`src/rtl/div_pkg.sv`:
```
// rtl/div_pkg.sv - shared state enum and constants for the sequential divider
package div_pkg;

    typedef enum logic [1:0] {
        ST_IDLE = 2'd0,
        ST_ITER = 2'd1,
        ST_FIX  = 2'd2
    } div_state_t;

    // Quotient reported for a zero divisor; instances slice the low WIDTH bits.
    localparam logic [63:0] DIV_ZERO_Q = '1;

endpackage

```
`src/rtl/div_nr_step.sv`:
```
// rtl/div_nr_step.sv - one combinational non-restoring add/subtract step
module div_nr_step #(
    parameter int WIDTH = 32
) (
    input  logic [WIDTH-1:0] i_p_low,
    input  logic             i_dividend_msb,
    input  logic [WIDTH-1:0] i_divisor,
    input  logic             i_prev_neg,
    output logic [WIDTH:0]   o_p,
    output logic             o_q_bit
);

    logic [WIDTH:0] w_shifted;
    logic [WIDTH:0] w_divisor_ext;

    // The old P sign bit is dropped by the shift; the result always lands in
    // [-divisor, divisor), so modulo 2^(WIDTH+1) arithmetic is exact.
    assign w_shifted     = {i_p_low, i_dividend_msb};
    assign w_divisor_ext = {1'b0, i_divisor};
    assign o_p           = i_prev_neg ? (w_shifted + w_divisor_ext)
                                      : (w_shifted - w_divisor_ext);
    assign o_q_bit       = ~o_p[WIDTH];

endmodule

```
`src/rtl/div_seq.sv`:
```
// rtl/div_seq.sv - parametrised sequential divider; signed path compiled only with DIV_SIGNED_EN
module div_seq
    import div_pkg::*;
#(
    parameter int WIDTH = 32
) (
    input  logic             clock,
    input  logic             reset,
    input  logic             start,
    input  logic             sign_mode,
    input  logic [WIDTH-1:0] dividend,
    input  logic [WIDTH-1:0] divisor,
    output logic [WIDTH-1:0] q,
    output logic [WIDTH-1:0] r,
    output logic             busy,
    output logic             done,
    output logic             div_zero
);

    localparam int CNT_W = $clog2(WIDTH);
    localparam logic [WIDTH-1:0] ZERO_Q = DIV_ZERO_Q[WIDTH-1:0];

    div_state_t       r_state;
    div_state_t       w_next_state;
    logic [CNT_W-1:0] r_count;
    logic [WIDTH:0]   r_p;
    logic [WIDTH-1:0] r_dvd;
    logic [WIDTH-1:0] r_dvs;
    logic [WIDTH-1:0] r_q;
    logic [WIDTH-1:0] r_r;
    logic             r_zero;
    logic             r_done;
    logic             r_div_zero;

    logic             w_accept;
    logic             w_dvs_zero;
    logic             w_last;
    logic [WIDTH:0]   w_p_next;
    logic             w_q_bit;
    logic [WIDTH-1:0] w_dvd_mag;
    logic [WIDTH-1:0] w_dvs_mag;
    logic [WIDTH-1:0] w_rem;
    logic [WIDTH-1:0] w_q_fix;
    logic [WIDTH-1:0] w_r_fix;

    assign w_accept   = (r_state == ST_IDLE) && start;
    assign w_dvs_zero = (divisor == '0);
    assign w_last     = (r_count == CNT_W'(WIDTH - 1));

    // A negative final P means the last trial subtraction overshot by one divisor.
    assign w_rem = r_p[WIDTH] ? (r_p[WIDTH-1:0] + r_dvs) : r_p[WIDTH-1:0];

`ifdef DIV_SIGNED_EN
    logic w_dvd_neg;
    logic w_dvs_neg;
    logic r_dvd_neg;
    logic r_quo_neg;

    assign w_dvd_neg = sign_mode & dividend[WIDTH-1];
    assign w_dvs_neg = sign_mode & divisor[WIDTH-1];
    assign w_dvd_mag = w_dvd_neg ? (-dividend) : dividend;
    assign w_dvs_mag = w_dvs_neg ? (-divisor) : divisor;

    // Sign flags ride along with the magnitudes so FIX can restore the signs
    always_ff @(posedge clock) begin
        if (reset) begin
            r_dvd_neg <= 1'b0;
            r_quo_neg <= 1'b0;
        end else if (w_accept) begin
            r_dvd_neg <= w_dvd_neg;
            r_quo_neg <= w_dvd_neg ^ w_dvs_neg;
        end
    end

    assign w_q_fix = r_quo_neg ? (-r_dvd) : r_dvd;
    assign w_r_fix = r_dvd_neg ? (-w_rem) : w_rem;
`else
    logic w_unused_sign_mode;

    assign w_unused_sign_mode = sign_mode;
    assign w_dvd_mag          = dividend;
    assign w_dvs_mag          = divisor;
    assign w_q_fix            = r_dvd;
    assign w_r_fix            = w_rem;
`endif

    div_nr_step #(
        .WIDTH (WIDTH)
    ) u_step (
        .i_p_low        (r_p[WIDTH-1:0]),
        .i_dividend_msb (r_dvd[WIDTH-1]),
        .i_divisor      (r_dvs),
        .i_prev_neg     (r_p[WIDTH]),
        .o_p            (w_p_next),
        .o_q_bit        (w_q_bit)
    );

    // State register
    always_ff @(posedge clock) begin
        if (reset) begin
            r_state <= ST_IDLE;
        end else begin
            r_state <= w_next_state;
        end
    end

    // Next-state decode: zero divisors skip straight to FIX
    always_comb begin
        w_next_state = r_state;
        case (r_state)
            ST_IDLE: if (start) w_next_state = w_dvs_zero ? ST_FIX : ST_ITER;
            ST_ITER: if (w_last) w_next_state = ST_FIX;
            ST_FIX:  w_next_state = ST_IDLE;
            default: w_next_state = ST_IDLE;
        endcase
    end

    // Datapath: operand capture, one quotient bit per ITER cycle, result registration in FIX
    always_ff @(posedge clock) begin
        if (reset) begin
            r_count    <= '0;
            r_p        <= '0;
            r_dvd      <= '0;
            r_dvs      <= '0;
            r_zero     <= 1'b0;
            r_q        <= '0;
            r_r        <= '0;
            r_done     <= 1'b0;
            r_div_zero <= 1'b0;
        end else begin
            r_done <= 1'b0;
            case (r_state)
                ST_IDLE: begin
                    if (start) begin
                        // A zero divisor keeps the raw dividend: it is returned as r.
                        r_dvd   <= w_dvs_zero ? dividend : w_dvd_mag;
                        r_dvs   <= w_dvs_mag;
                        r_p     <= '0;
                        r_count <= '0;
                        r_zero  <= w_dvs_zero;
                    end
                end
                ST_ITER: begin
                    // Dividend bits leave at the top while quotient bits enter at the bottom.
                    r_p     <= w_p_next;
                    r_dvd   <= {r_dvd[WIDTH-2:0], w_q_bit};
                    r_count <= r_count + CNT_W'(1);
                end
                ST_FIX: begin
                    r_q        <= r_zero ? ZERO_Q : w_q_fix;
                    r_r        <= r_zero ? r_dvd : w_r_fix;
                    r_div_zero <= r_zero;
                    r_done     <= 1'b1;
                end
                default: ;
            endcase
        end
    end

    assign busy     = (r_state != ST_IDLE);
    assign done     = r_done;
    assign q        = r_q;
    assign r        = r_r;
    assign div_zero = r_div_zero;

endmodule

```
`config.mk`:
```
export PLATFORM = sky130hd
export DESIGN_NAME = div_seq
export DESIGN_NICKNAME = d
export VERILOG_FILES = /design/src/rtl/div_pkg.sv /design/src/rtl/div_nr_step.sv /design/src/rtl/div_seq.sv
export SDC_FILE = /design/constraint.sdc
export NUM_CORES = 1
export LEC_CHECK = 0
export ABC_CLOCK_PERIOD_IN_PS = 4680
export CAP_MARGIN = 20
export CORE_MARGIN = 2
export CORE_UTILIZATION = 35
export DETAILED_ROUTE_END_ITERATION = 8
export SLEW_MARGIN = 20
export SYNTH_ARGS = -nofsm -noshare
export SYNTH_HDL_FRONTEND = slang
export SYNTH_SLANG_ARGS = --single-unit
```
`constraint.sdc`:
```
create_clock -name clock -period 4.68 [get_ports clock]
set_clock_uncertainty 0.1 [all_clocks]
set_input_delay 1.17 -clock clock [delete_from_list [all_inputs] [get_ports clock]]
set_output_delay 1.17 -clock clock [all_outputs]
set_load 0.01 [all_outputs]
```
==> metrics.csv <==
metric,value,unit
finalCritPeriodShare,93.7,%
ant_nets,0,
antenna_found_initial,0,
port_buffers,133,
overflow,0,
crit_top_cell,a21o_1,
worst_setup_path_start_kind,flop,
crit_type,reg2reg,
final_common_cell,nor2_1,
stdcell_count,1898,
setup_viol,0,
path_cells,or4_1 > nor4_4 > nand2_1 > nor2_1 > and2_1 > inv_1 > o31a_1 > xor2_1 > ha_1 > a21o_1 > a21o_1 > a21o_1 > a21o_1 > a21oi_1 > o31ai_2 > a221oi_2 > xnor2_1 > a22o_1,
core.rowCount,63,
finalHoldViolCount,0,
io_pins,135,
cts-htree-levels,4,
worstPathArrival,4.61,ns
vias,10386,
power_density,485,nW/um^2
met1_length,16700,um
status,"finished, final reports clean",
ir_worst_vdd,304,uV
vias_per_cell,5.47,
start_util,35.7,%
syn_area_per_cell,7.62,um^2
grt_usage,20.2,%
worstSkewPairLatency,0.44,ns
fin_crit,4.39,ns
drt_wl_total,32200,um
gp_congestion,0.911,
cts.sinks,171,
grt_max_degree,69,
synth-async-reset-ratio,0,%
wire_per_inst,16.9,um
worst_pin_slew,0.784,ns
setup_slack,0.295,ns
synth_cell_type_count,78,
rsz0062_at_grt,false,
synthToLayoutAreaGrowth,22.1,%
grt_pass1_wl,51500,um
whs,0.355,ns
clk_pin_slew,0.07,ns
cts-root-buf,clkbuf_16,
end_kind,flop,
seq_area_frac_synth,32.2,%
critical-path-top-delay-family,compound AO/OA/AOI/OAI gates,
final_cell_mix,"196 x nor2_1, 169 x dfxtp_1, 153 x nand2_1",
drc_errors,0,
drt_pre_antenna_iters,5,
top_layer_used,met4,
drv_cap,0,
synth-seq-cells,171,
nNetsFinal,1631,
fp.dieH,178,um
syn-num-nets,1530,
leakage,5.14,nW
critPathBufInv,1,
cts_buffers,17,
max_stage_delay,0.61,ns
finish.utilization,43.5,%
dieArea,31800,um^2
worst_hold_path_type,reg2reg,
drive_above_1_share,6.50,%
syn_area,10600,um^2
cts_tree,done,
critical_path.max_fanout,3,
hpwlAfterDp,23700,um
preCtsSetupSlack,0.302,ns
synthFlopType,dfxtp_1,
n_antenna_cell,0,
synth_edf_count,0,
cp.required,4.90,ns
drt_iter0_markers,924,
core,29800,um^2
critical-path-slowest-cell,or4_1,
wl_met3,1990,um
die-width,178,um
relSlewSlack,46.4,%
cts_resized,0,
cts-hold-fix-buffers,0,
wl_met2,13300,um
syn_inst,1394,
finalMaxSlewViolations,0,
cts_setup_buffers,0,
fin_tns_setup,0,ns
yosysWarnings,0,
first_global_vias,9451,
dp.cells,1866,
clockBufferDepth,2,
fmax,228,MHz
routing by layer:
metal,vias up,track usage (%)
met2,331,29.7
met1,4837,31.6
met5,-,0
met3,20,2.13
li1,5198,-
met4,0,3.66
area by class of cell:
| cell class | instances | area [um^2] |
|---|---|---|
| clock buffer | 18 | 439 |
| sequential | 171 | 3430 |
| inverter | 28 | 105 |
| tap | 390 | 488 |
| clock inverter | 14 | 151 |
| timing repair buffer | 163 | 1550 |
| fill | 3032 | 16800 |
| multi-input combinational | 1114 | 6800 |
power breakdown:
| part | total (mW) | switching (mW) | internal (mW) |
|---|---|---|---|
| sequential | 1.82 | 0.229 | 1.59 |
| combinational | 3.02 | 1.70 | 1.33 |
| clock | 1.44 | 0.709 | 0.729 |
| total | 6.28 | 2.63 | 3.65 |
synthesized netlist by cell type, types with 3 or more instances:
| library cell | n | share of area [%] |
|---|---|---|
| o31ai_1 | 5 | 0.35 |
| a211oi_2 | 3 | 0.35 |
| clkbuf_1 | 62 | 2.2 |
| and3_1 | 11 | 0.65 |
| a211oi_1 | 20 | 1.4 |
| nand3b_1 | 3 | 0.21 |
| mux2i_1 | 8 | 0.75 |
| buf_1 | 17 | 0.60 |
| a2111oi_0 | 3 | 0.25 |
| o21a_1 | 11 | 0.78 |
| o31a_1 | 4 | 0.33 |
| nor3_1 | 87 | 4.1 |
| xor2_1 | 39 | 3.2 |
| nor2b_1 | 13 | 0.77 |
| inv_1 | 28 | 0.99 |
| nand4_1 | 9 | 0.53 |
| nand2b_1 | 8 | 0.47 |
| nand3_1 | 31 | 1.5 |
| o21ai_0 | 52 | 2.4 |
| a311oi_1 | 6 | 0.49 |
| xnor2_1 | 36 | 3.0 |
| a21o_1 | 34 | 2.4 |
| or3_1 | 18 | 1.1 |
| and2_1 | 6 | 0.35 |
| o21bai_1 | 4 | 0.28 |
| dfxtp_1 | 171 | 32 |
| a31oi_1 | 15 | 0.88 |
| ha_1 | 66 | 7.8 |
| a22o_1 | 17 | 1.4 |
| nor4_1 | 38 | 2.2 |
| a31o_2 | 4 | 0.33 |
| nand2_1 | 154 | 5.4 |
| a211o_1 | 4 | 0.33 |
| nor2_1 | 197 | 7.0 |
| a21oi_1 | 142 | 6.7 |
| o211ai_1 | 14 | 0.99 |
worst reg2reg max path, delay by kind of cell, from the launching register on:
kind / cells / cell delay (ns)
DFF: 1 / 0.31
xor gates and xnor gates: 2 / 0.35
AOI/OAI and AO/OA: 9 / 1.88
buffers and inverters: 1 / 0.06
and+or+nand+nor: 5 / 1.29
adders and majority gates: 1 / 0.30
worst paths after layout:
path,start,depth (start not counted),to,slack [ns]
min reg2reg,div_zero,2,div_zero,0.36
min,div_zero,2,div_zero,0.36
max,r_dvs[6],18,r_p[32],0.29
max reg2reg,r_dvs[6],18,r_p[32],0.29
cells by family (layout without fill, tap and decap cells):
group	count (synthesis)	after routing	share of synthesized area, %
AOI/OAI and AO/OA	367	367	22.6
xor gates and xnor gates	75	75	6.18
adders and majority gates	68	68	8.15
buffers and inverters	109	223	3.90
DFF	171	171	32.2
muxes	10	10	0.966
and+or+nand+nor	594	594	26.0
sequential cells by signal, summed over array words and instances (netlist names):
signal	count
r_dvs	32
r_state	2
r_p	33
r_count	5
div_zero	1
r	32
done	1
r_zero	1
q	32
r_dvd	32
through the flow:
step	instance area (um^2)	total power, mW
finish	13000	6.28
global placement	12400	4.79
floorplan	10600	4.12
detailed placement	12400	4.84
global route	13000	6.73
CTS	13000	6.27
Power figures use the tool's default switching activity.
